File: src/rtl/decoder_rr_arbiter.sv
// decoder_rr_arbiter: round-robin owner of the shared 2-to-4 decoder select path.
// Define ARB_TIMEOUT_EN to force release after HOLD_MAX grant cycles.
module decoder_rr_arbiter #(
    parameter int HOLD_MAX = 16,
    parameter int GAP_CYC  = 1
) (
    input  logic       clk,
    input  logic       rst_n,
    input  logic [3:0] req,
    input  logic       done,
    output logic [1:0] sel,
    output logic [3:0] grant,
    output logic       busy,
    output logic       timeout
);

    typedef enum logic [1:0] {
        IDLE  = 2'd0,
        GRANT = 2'd1,
        GAP   = 2'd2
    } state_e;

    localparam int GW = (GAP_CYC > 1) ? $clog2(GAP_CYC + 1) : 1;

    state_e        state_q, state_d;
    logic [1:0]    sel_q, sel_d;
    logic [1:0]    ptr_q, ptr_d;
    logic [3:0]    grant_q, grant_d;
    logic [GW-1:0] gap_q, gap_d;

    logic          pick_vld;
    logic [1:0]    pick_idx;
    logic          rel_norm;
    logic          rel_force;

    // Scan from the farthest offset down so the nearest request to ptr wins.
    always_comb begin
        pick_vld = 1'b0;
        pick_idx = ptr_q;
        for (int i = 3; i >= 0; i--) begin
            if (req[ptr_q + 2'(i)]) begin
                pick_vld = 1'b1;
                pick_idx = ptr_q + 2'(i);
            end
        end
    end

    assign rel_norm = (state_q == GRANT) && (done || !req[sel_q]);

`ifdef ARB_TIMEOUT_EN
    localparam int HW = (HOLD_MAX > 1) ? $clog2(HOLD_MAX + 1) : 1;

    logic [HW-1:0] hold_q, hold_d;
    logic          timeout_q, timeout_d;

    // A normal release in the expiry cycle wins, so no pulse then.
    assign rel_force = (state_q == GRANT) && !rel_norm
                    && (hold_q == HW'(HOLD_MAX));

    always_comb begin
        hold_d    = hold_q;
        timeout_d = rel_force;
        if (state_q == IDLE && pick_vld) begin
            hold_d = HW'(1);
        end else if (state_q == GRANT && !rel_norm && !rel_force) begin
            hold_d = hold_q + HW'(1);
        end
    end

    always_ff @(posedge clk or negedge rst_n) begin
        if (!rst_n) begin
            hold_q    <= '0;
            timeout_q <= 1'b0;
        end else begin
            hold_q    <= hold_d;
            timeout_q <= timeout_d;
        end
    end

    assign timeout = timeout_q;
`else
    assign rel_force = 1'b0;
    assign timeout   = 1'b0;
`endif

    always_comb begin
        state_d = state_q;
        sel_d   = sel_q;
        ptr_d   = ptr_q;
        grant_d = grant_q;
        gap_d   = gap_q;
        unique case (state_q)
            IDLE: begin
                if (pick_vld) begin
                    state_d = GRANT;
                    sel_d   = pick_idx;
                    grant_d = 4'b0001 << pick_idx;
                end
            end
            GRANT: begin
                if (rel_norm || rel_force) begin
                    grant_d = 4'b0000;
                    ptr_d   = sel_q + 2'd1;
                    gap_d   = GW'(1);
                    state_d = (GAP_CYC == 0) ? IDLE : GAP;
                end
            end
            GAP: begin
                if (gap_q >= GW'(GAP_CYC)) begin
                    state_d = IDLE;
                end else begin
                    gap_d = gap_q + GW'(1);
                end
            end
            default: begin
                state_d = IDLE;
                grant_d = 4'b0000;
            end
        endcase
    end

    always_ff @(posedge clk or negedge rst_n) begin
        if (!rst_n) begin
            state_q <= IDLE;
            sel_q   <= 2'd0;
            ptr_q   <= 2'd0;
            grant_q <= 4'b0000;
            gap_q   <= '0;
        end else begin
            state_q <= state_d;
            sel_q   <= sel_d;
            ptr_q   <= ptr_d;
            grant_q <= grant_d;
            gap_q   <= gap_d;
        end
    end

    assign sel   = sel_q;
    assign grant = grant_q;
    assign busy  = (state_q != IDLE);

    a_onehot: assert property (
        @(posedge clk) disable iff (!rst_n) $onehot0(grant_q));

    a_sel_match: assert property (
        @(posedge clk) disable iff (!rst_n)
        (grant_q != 4'b0000) |-> (grant_q == (4'b0001 << sel_q)));

endmodule

File: config.mk
export PLATFORM = sky130hd
export DESIGN_NAME = decoder_rr_arbiter
export DESIGN_NICKNAME = d
export VERILOG_FILES = /design/src/rtl/decoder_rr_arbiter.sv
export SDC_FILE = /design/constraint.sdc
export NUM_CORES = 1
export LEC_CHECK = 0
export CORE_MARGIN = 2
export CORE_UTILIZATION = 46
export DETAILED_ROUTE_END_ITERATION = 8
export PLACE_DENSITY = 0.75
export SYNTH_ARGS = -nofsm -noshare
export SYNTH_HDL_FRONTEND = slang
export SYNTH_SLANG_ARGS = --single-unit
File: constraint.sdc
create_clock -name clk -period 1.6 [get_ports clk]
set_input_delay 0.32 -clock clk [delete_from_list [all_inputs] [get_ports clk]]
set_output_delay 0.32 -clock clk [all_outputs]
set_load 0.005 [all_outputs]
==> impl_metrics.json <==
{
  "status": "finished, final reports clean",
  "crit_chain": "clkdlybuf4s50_1 > or4_4 > nand2_2 > nor4_1 > buf_4 > a22o_1",
  "hp-class": "input pin to asynchronous set/reset pin",
  "end_kind": "flip-flop",
  "path_clk_slew_ns": 0.07,
  "overflow": 0,
  "drc_errors": 0,
  "wl_per_cell_um": 12.5,
  "crit_slowest_cell": "or4_4",
  "grt_antenna_before_repair": 0,
  "power.switching_mw": 0.567,
  "p_leak_nw": 0.416,
  "antenna_cells": 0,
  "synthCells": 62,
  "drt-pass1-iter-count": 4,
  "cpPeakStageDelay_ns": 0.46,
  "grt.total_usage": 0.192,
  "ctsHoldBuffers": 0,
  "slew_headroom": 0.669,
  "synth_nets": 69,
  "ir_drop_mv": 1.04,
  "seq_power_share": 0.316,
  "final_layout_size_suffix_gt1_frac": 0.308,
  "synth_seq_cells": 11,
  "n_fill_cell": 103,
  "grt_first_pass_wirelength_um": 2040,
  "drv_cap": 0,
  "p_per_area_mw_per_mm2": 1740,
  "placed_area_sq_um": 848,
  "dp_hpwl_um": 1020,
  "period_share": 0.979,
  "die_w_um": 41.1,
  "path_buf_inv": 2,
  "dp.cells": 99,
  "combPwrFrac": 0.569,
  "syn_area_sq_um": 632,
  "die_h_um": 41.1,
  "synth_edf_count": 0,
  "max_freq_ghz": 0.639,
  "ys_seq_area_frac": 0.436,
  "cp_max_fo": 4,
  "wl_um": 1330,
  "drt-initial-drc-count": 4,
  "switching_share": 0.358,
  "skew_ns": 0.00181,
  "ant_nets": 0,
  "critPathKind": "input pin to flip-flop",
  "final_area_sq_um": 911,
  "core_sq_mm": 0.00128,
  "ctsHtreeMaxLevel": 1,
  "io_pins": 15,
  "fin_nets": 99,
  "power_frac_clock": 0.114,
  "setup_viol": 0,
  "grt_max_degree": 12,
  "p_int_mw": 1.02,
  "synth_ff_type": "dfrtp_1",
  "clock_path_buffers": 2,
  "clock_latency_ns": 0.26,
  "finalNonFillerCells": 106,
  "cts_tree": "built",
  "viasPerCell": 5.24,
  "crit_family": "simple AND/OR/NAND/NOR gates",
  "async_reset_ff_frac": 1.00,
  "worst_pin_slew_ns": 0.496,
  "multi_input_area_sq_um": 352,
  "start_util": 0.492,
  "area_growth_pct": 44.2,
  "port_buffers": 13,
  "maxSlewViolCount": 0,
  "grt_pass1_vias": 481,
  "hold_viol_final": 0,
  "row_count": 13,
  "yosysWarnings": 0,
  "vias": 555,
  "seqCellArea_sq_um": 277,
  "cp-start-kind": "input pin",
  "cts_inserted_buffers": 3,
  "rsz0062_at_grt": "no",
  "die_area_sq_mm": 0.00169,
  "crit_arrival_ns": 1.71,
  "cts-root-buf": "clkbuf_4",
  "place_congestion": 0.716,
  "mostFrequentLayoutCells": "13 x buf_4, 10 x dfrtp_1, 9 x clkdlybuf4s50_1, 5 x nand2b_1, 5 x a21oi_1",
  "yosysUniqueCellTypes": 30,
  "period_minus_slack_ns": 1.57,
  "syn_avg_cell_area_sq_um": 10.2,
  "cp_data_required_time_ns": 1.75,
  "cts.sinks": 11,
  "layout_commonest_cell": "buf_4"
}
[what timing repair did]
action,4_1_cts,5_1_grt
cloned,0,0
setup endpoints to repair,6,3
pin swaps,3,0
gates resized for setup,7,2
buffers inserted,2,1
[final cells by class]
class,instances,area share
clock buffers,4,0.0288
inverters,3,0.0124
multi-input cells,47,0.386
flip-flops and latches,11,0.304
well taps,15,0.0206
repair buffers,26,0.249
[synth_stat cells, types with 2 or more instances]
master / instances / area [sq um]
a22o_1: 2 / 17.5
o22a_1: 2 / 17.5
nor2_1: 5 / 18.8
nand2_1: 2 / 7.51
inv_1: 3 / 11.3
o2bb2ai_1: 2 / 17.5
a21o_1: 2 / 15.0
dfrtp_1: 11 / 275
nand2b_1: 5 / 31.3
mux2_2: 2 / 22.5
a21oi_1: 6 / 30.0
nor2b_1: 2 / 12.5
[final timing paths]
path                              from       end  slack (ns)  cells past startpoint
worst min-delay path             rst_n    sel[1]        0.39                      1
min in group clk                 gap_q     gap_q        0.47                      1
worst min register to register   gap_q     gap_q        0.47                      1
worst max register to register  sel[0]  grant[1]        0.08                      4
max in group asynchronous        rst_n    sel[0]        0.85                      1
worst max-delay path            req[1]  grant[1]        0.03                      6
[flip-flops by register name, indices dropped and copies added, names as in the netlist]
signal,cells
gap_q,1
grant,4
ptr_q,2
sel,2
state_q,2
[power groups by stage]
stage	Clock (mW)	Combinational (mW)	Sequential (mW)
floorplan	0	0.455	0.496
global placement	0	0.827	0.489
detailed placement	0	0.835	0.488
CTS	0.190	0.892	0.496
global route	0.198	0.983	0.518
finish	0.181	0.902	0.501
[cell families after synthesis]
group	count (synthesis)	synth area share
AND/OR/NAND/NOR	20	0.184
other	1	0.00593
buffers and inverters	4	0.0297
multiplexers	2	0.0356
XOR/XNOR	1	0.0139
AO/OA/AOI/OAI	23	0.295
flip-flops	11	0.436
[stage by stage]
stage          hold slack [ns]  power [mW]   util  setup WS, ns  TNS (ns)
3_5_place_dp             0.457        1.32  0.660        -0.341     -2.27
2_1_floorplan           0.0244       0.951      -        0.0903         0
3_3_place_gp             0.454        1.32  0.660        -0.315     -2.13
6_report                 0.393        1.58  0.709        0.0343         0
4_1_cts                  0.391        1.58  0.700        0.0253         0
5_1_grt                  0.422        1.70  0.709      0.000574         0
[routing by layer]
layer  vias to the layer above  routed length (um)  track usage  part of all wire
met4                         0                  20        0.150             0.015
met3                         2                  22       0.0163             0.017
met5                         -                   0            0                 0
li1                        287                   -            -                 -
met2                         8                 622        0.285              0.47
met1                       258                 663        0.254              0.50
(Power assumes the default switching activity.)
